`config.mk`:
```
export PLATFORM = sky130hd
export DESIGN_NAME = seg_display_ctrl
export DESIGN_NICKNAME = d
export VERILOG_FILES = /design/src/rtl/seg_display_pkg.sv /design/src/rtl/seg_bcd_shift.sv /design/src/rtl/seg_display_ctrl.sv
export SDC_FILE = /design/constraint.sdc
export NUM_CORES = 1
export LEC_CHECK = 0
export CAP_MARGIN = 10
export CORE_ASPECT_RATIO = 0.6
export CORE_UTILIZATION = 50
export CTS_CLUSTER_DIAMETER = 30
export DETAILED_ROUTE_END_ITERATION = 8
export GPL_ROUTABILITY_DRIVEN = 0
export PLACE_DENSITY_LB_ADDON = 0.2
export RECOVER_POWER = 50
export SLEW_MARGIN = 20
export SYNTH_ARGS = -nofsm -noshare
export SYNTH_HDL_FRONTEND = slang
export SYNTH_HIERARCHICAL = 1
export SYNTH_SLANG_ARGS = --single-unit
```
`constraint.sdc`:
```
create_clock -name clk -period 2.6 [get_ports clk]
set_input_delay 0.65 -clock clk [delete_from_list [all_inputs] [get_ports clk]]
set_output_delay 0.65 -clock clk [all_outputs]
set_load 0.01 [all_outputs]
```
`src/rtl/seg_display_pkg.sv`:
```
// seg_display_pkg: shared types, segment encodings and helpers for the scanned display
package seg_display_pkg;
  typedef enum logic [1:0] {IDLE, CONV, COMMIT} state_t;
  localparam logic [6:0] SEG_0     = 7'h3F;
  localparam logic [6:0] SEG_1     = 7'h06;
  localparam logic [6:0] SEG_2     = 7'h5B;
  localparam logic [6:0] SEG_3     = 7'h4F;
  localparam logic [6:0] SEG_4     = 7'h66;
  localparam logic [6:0] SEG_5     = 7'h6D;
  localparam logic [6:0] SEG_6     = 7'h7D;
  localparam logic [6:0] SEG_7     = 7'h07;
  localparam logic [6:0] SEG_8     = 7'h7F;
  localparam logic [6:0] SEG_9     = 7'h6F;
  localparam logic [6:0] SEG_MINUS = 7'h40;
  localparam logic [6:0] SEG_BLANK = 7'h00;
  localparam int DIG_ONES     = 0;
  localparam int DIG_TENS     = 1;
  localparam int DIG_HUNDREDS = 2;
  localparam int DIG_SIGN     = 3;
  // Active-high {g,f,e,d,c,b,a}; out-of-range nibbles render blank.
  function automatic logic [6:0] seg_decode(input logic [3:0] n);
    case (n)
      4'd0: return SEG_0;
      4'd1: return SEG_1;
      4'd2: return SEG_2;
      4'd3: return SEG_3;
      4'd4: return SEG_4;
      4'd5: return SEG_5;
      4'd6: return SEG_6;
      4'd7: return SEG_7;
      4'd8: return SEG_8;
      4'd9: return SEG_9;
      default: return SEG_BLANK;
    endcase
  endfunction
  // Double-dabble correction for one BCD nibble.
  function automatic logic [3:0] add3(input logic [3:0] n);
    return (n >= 4'd5) ? n + 4'd3 : n;
  endfunction
endpackage

```
`src/rtl/seg_bcd_shift.sv`:
```
// seg_bcd_shift: iterative 8-bit binary to 3-digit BCD converter, one shift per clock
module seg_bcd_shift
  import seg_display_pkg::*;
(
  input  logic        clk,
  input  logic        rst_n,
  input  logic        start,
  input  logic [7:0]  bin,
  output logic        done,
  output logic [11:0] bcd
);
  logic [19:0] sr;
  logic [19:0] adj;
  logic [2:0]  cnt;
  logic        active;
  // done marks the cycle whose closing edge performs the eighth and final shift.
  assign done = active && cnt == 3'd7;
  assign bcd  = sr[19:8];
  assign adj  = {add3(sr[19:16]), add3(sr[15:12]), add3(sr[11:8]), sr[7:0]};
  // Load on start, then correct-and-shift once per cycle for eight cycles.
  always_ff @(posedge clk or negedge rst_n) begin
    if (!rst_n) begin
      sr     <= '0;
      cnt    <= '0;
      active <= 1'b0;
    end else if (start) begin
      sr     <= {12'd0, bin};
      cnt    <= '0;
      active <= 1'b1;
    end else if (active) begin
      sr     <= {adj[18:0], 1'b0};
      cnt    <= cnt + 3'd1;
      active <= !done;
    end
  end
endmodule

```
`src/rtl/seg_display_ctrl.sv`:
```
// seg_display_ctrl: handshake-loaded BCD conversion with a scanned 4-digit 7-segment output
module seg_display_ctrl
  import seg_display_pkg::*;
#(
  parameter int REFRESH_DIV    = 1000,
  parameter bit SEG_ACTIVE_LOW = 1'b1
) (
  input  logic       clk,
  input  logic       rst_n,
  input  logic       load_valid,
  output logic       load_ready,
  input  logic [7:0] load_data,
  input  logic       load_signed,
  output logic [6:0] seg,
  output logic [3:0] digit_en,
  output logic       busy
);
  localparam int             DW      = $clog2(REFRESH_DIV);
  localparam logic [DW-1:0]  DIV_MAX = DW'(REFRESH_DIV - 1);
  localparam logic [6:0]     SEG_OFF = SEG_ACTIVE_LOW ? 7'h7F : 7'h00;
  state_t        state, state_n;
  logic          accept, neg_in, neg_q, conv_done;
  logic [7:0]    mag;
  logic [11:0]   bcd, disp, disp_n;
  logic          disp_neg, disp_neg_n;
  logic [DW-1:0] div;
  logic          wrap;
  logic [3:0]    en_n, hun, ten, one;
  logic [6:0]    seg_n;
  assign accept = load_valid && load_ready;
  assign neg_in = load_signed && load_data[7];
  assign mag    = neg_in ? 8'(~load_data + 8'd1) : load_data;
  seg_bcd_shift u_bcd (
    .clk   (clk),
    .rst_n (rst_n),
    .start (accept),
    .bin   (mag),
    .done  (conv_done),
    .bcd   (bcd)
  );
  // FSM next state and handshake/busy outputs.
  always_comb begin
    state_n    = state;
    load_ready = 1'b0;
    busy       = 1'b1;
    case (state)
      IDLE: begin
        load_ready = 1'b1;
        busy       = 1'b0;
        if (load_valid) state_n = CONV;
      end
      CONV:    if (conv_done) state_n = COMMIT;
      COMMIT:  state_n = IDLE;
      default: state_n = IDLE;
    endcase
  end
  // FSM state register.
  always_ff @(posedge clk or negedge rst_n) begin
    if (!rst_n) state <= IDLE;
    else        state <= state_n;
  end
  // Shadow values as they will be after this edge, so a commit shows up on seg at once.
  assign {disp_neg_n, disp_n} = (state == COMMIT) ? {neg_q, bcd} : {disp_neg, disp};
  assign {hun, ten, one}      = disp_n;
  // Capture the sign at accept and publish it with the digits at commit.
  always_ff @(posedge clk or negedge rst_n) begin
    if (!rst_n) begin
      neg_q    <= 1'b0;
      disp     <= '0;
      disp_neg <= 1'b0;
    end else begin
      if (accept) neg_q <= neg_in;
      disp     <= disp_n;
      disp_neg <= disp_neg_n;
    end
  end
  // Scan rotation; a cleared digit_en (post-reset) starts at the ones digit.
  assign wrap = div == DIV_MAX;
  assign en_n = (digit_en == 4'd0) ? 4'b0001 :
                wrap ? {digit_en[2:0], digit_en[3]} : digit_en;
  // Segment pattern for the digit enabled after this edge, with leading-zero blanking.
  assign seg_n = en_n[DIG_ONES]     ? seg_decode(one) :
                 en_n[DIG_TENS]     ? ((hun == 4'd0 && ten == 4'd0) ? SEG_BLANK : seg_decode(ten)) :
                 en_n[DIG_HUNDREDS] ? ((hun == 4'd0) ? SEG_BLANK : seg_decode(hun)) :
                 en_n[DIG_SIGN]     ? (disp_neg_n ? SEG_MINUS : SEG_BLANK) : SEG_BLANK;
  // Divider, digit select and polarity-adjusted segment register update together.
  always_ff @(posedge clk or negedge rst_n) begin
    if (!rst_n) begin
      div      <= '0;
      digit_en <= '0;
      seg      <= SEG_OFF;
    end else begin
      div      <= wrap ? '0 : div + 1'b1;
      digit_en <= en_n;
      seg      <= SEG_ACTIVE_LOW ? ~seg_n : seg_n;
    end
  end
endmodule

```
==> flow_metrics.tcl <==
set metrics [dict create \
    ios 25 \
    synth_nets 422 \
    synth_ff_type "dfrtp_1" \
    cp.required_ns 2.83 \
    cp_max_fo 10 \
    drive_above_1_share_pct 13.55 \
    path_class "reg -> reg" \
    viasPerCell 5.637 \
    diodes 0 \
    io_buffer_count 24 \
    slowest_delay_ns 0.54 \
    status "complete, no violations" \
    cpMostUsedCell "nand2_1" \
    cts_sinks 61 \
    finalHoldViolations 0 \
    cts_root_buffer "clkbuf_16" \
    wl_met1_um 4367 \
    irDropWorstVdd_mv 0.6720 \
    synth_seq_cells 61 \
    cts_max_level 3 \
    synth_async_sr_flop_share_pct 100.0 \
    finalSetupViolCount 0 \
    die_y_um 69.89 \
    p_leak_nw 2.015 \
    ctsResizeCount 0 \
    overflow 0 \
    finalMaxSlewViolations 0 \
    netlist.area_leader.share_pct 35.18 \
    grt_max_degree 28 \
    post_dp_cell_area_um2 4234 \
    dr_wl_met3_um 377 \
    synth_warnings 6 \
    synth.area.top_cells "dfrtp_1, ha_1, mux2i_1, dfstp_2, inv_1" \
    powerDensity_nw_per_um2 1067 \
    grtUsageTotal_pct 22.26 \
    core_area_um2 7357 \
    fin_nets 458 \
    rsz0062_at_grt "false" \
    grt_pass1_wl_um 13570 \
    antenna_found_initial 0 \
    syn_avg_cell_area_um2 9.926 \
    postRouteAntennaNets 0 \
    synth_top_area_cell "dfrtp_1" \
    finalCriticalPeriod_ns 2.407 \
    ys_seq_area_share_pct 39.97 \
    syn-cell-area_um2 3841 \
    die_w_um 115.2 \
    wl_per_cell_um 15.53 \
    grt_pass1_vias 2694 \
    relSlewSlack_pct 32.19 \
    rows 24 \
    netlist_instances 387 \
    synth_cell_types 60 \
    wl_met2_um 3434 \
    worst_slew_pin_slew_ns 1.017 \
    max_freq_ghz 0.4154 \
    fin_tns_setup_ns 0 \
    post-cts-setup-buffers 0 \
    cp-start-kind "flop" \
    endpoint_kind "flop" \
    design_area_um2 4508 \
    arrival_ns 2.63 \
    clock_path_buffers 2 \
    clock_latency_ns 0.33 \
    ff2ff_path_depth 9 \
    dieArea_um2 8048 \
    start_util_pct 52.21 \
    drc 0 \
    drtIter0Drc 286 \
    synth_edf_count 0 \
    firstDrtPassIters 5 \
    cp_slowest_cell "a2111oi_4" \
    fin_skew_ns 0.006031 \
    cts_tree "built" \
    cts_hold_buf 0 \
    finalCritPeriodShare_pct 92.59 \
    crit_chain "nor2b_2 > buf_4 > nand2_1 > nand2_1 > inv_1 > ha_1 > nor2b_1 > a2111oi_4 > a222oi_1" \
    cts_made_buffers 9 \
    vias 2999 \
    dp_hpwl_um 6247 \
    top_layer "met4" \
    drv_cap 0 \
    hp-class "in -> async" \
    syn_to_final_growth_pct 17.36 \
    drt_wl_total_um 8262 \
    path_clk_slew_ns 0.05 \
]
critical path, delay by kind of cell (launching register included):
family          cells  cell delay, ns
compound gates      2            0.72
simple gates        4            0.62
flops               1            0.40
buf+inv             2            0.32
fa+ha+maj           1            0.22
layout make-up:
cell class	count	area, um2
Timing Repair Buffer	38	332.8
Sequential cell	61	1535
Inverter	39	146.4
Clock buffer	12	246.5
Tap cell	104	130.1
Fill cell	595	2849
Clock inverter	4	47.55
Multi-Input combinational cell	274	2069
per-stage QoR:
step / hold slack [ns] / setup WS, ns / utilization [%] / total power [mW] / cells
after global routing: 0.5318 / 0.03201 / 61.28 / 5.170 / 532
after CTS: 0.2756 / 0.2218 / 61.55 / 4.840 / 532
after floorplan: 0.3544 / 0.3664 / - / 3.058 / 387
final: 0.4790 / 0.1927 / 61.28 / 4.811 / 532
after global placement: 0.4615 / 0.3492 / 57.55 / 3.599 / 516
after detailed placement: 0.4741 / 0.2372 / 57.55 / 3.639 / 516
synth_stat cells, types with 7 or more instances:
cell     number
nand3_1      13
xor2_1        9
dfstp_2       7
mux2i_1      26
a21oi_1      16
ha_1         23
o21ai_0      23
nor2_1       27
dfrtp_1      54
inv_1        37
nand2_1      24
cell usage in the layout (no fill, tap or decap), types with 3 or more instances in the layout:
master / n
o21ai_0: 23
dfstp_2: 7
nor4_1: 4
a31oi_1: 6
nor2_1: 27
mux2i_2: 3
clkbuf_1: 4
xor2_1: 9
a311oi_1: 3
clkbuf_16: 9
or2_2: 4
mux2i_4: 4
xnor2_1: 6
nor3_1: 6
a21oi_1: 16
mux2i_1: 26
dfrtp_1: 54
clkdlybuf4s50_1: 23
mux2_2: 3
nand4_1: 4
nand2b_1: 4
nor3b_1: 3
inv_1: 37
a311o_1: 3
o21ai_1: 4
a222oi_1: 5
buf_4: 12
o211ai_1: 3
ha_1: 23
o22ai_1: 4
nand3_1: 13
nor2b_1: 5
nand2_1: 24
where the power goes:
| group | internal [mW] | switching [mW] | leakage, nW |
|---|---|---|---|
| combinational | 0.927 | 1.13 | 1.11 |
| clock | 0.763 | 0.402 | 0.143 |
| sequential | 1.29 | 0.295 | 0.764 |
| total | 2.98 | 1.83 | 2.02 |
registers in the layout (all words and copies together), names as in the netlist:
name,flops
u_bcd/active,1
seg,7
u_bcd/sr,20
u_bcd/cnt,3
div,10
digit_en,4
disp_neg,1
state,2
disp,12
neg_q,1
per-layer routing:
layer / GRT usage [%] / vias up
li1: - / 1467
met1: 35.57 / 1450
met4: 6.205 / 0
met2: 28.85 / 74
met5: 0 / -
met3: 5.816 / 8
path summary, 6_finish.rpt:
check,from,to,slack (ns)
worst min register to register,div[0],div[0],0.48
max in group asynchronous,rst_n,disp[11],0.71
worst max-delay path,state[1],seg[2],0.19
min in group clk,div[0],div[0],0.48
worst min-delay path,rst_n,disp[7],0.48
worst max register to register,state[1],seg[2],0.19
cells by family after synthesis:
family,Yosys count,synth area share [%]
AOI/OAI and AO/OA,86,15.83
xor gates and xnor gates,15,3.420
adders and majority gates,23,7.492
buffers and inverters,52,6.222
DFF,61,39.97
muxes,37,11.37
and+or+nand+nor,113,15.70
Power figures use the tool's default switching activity.
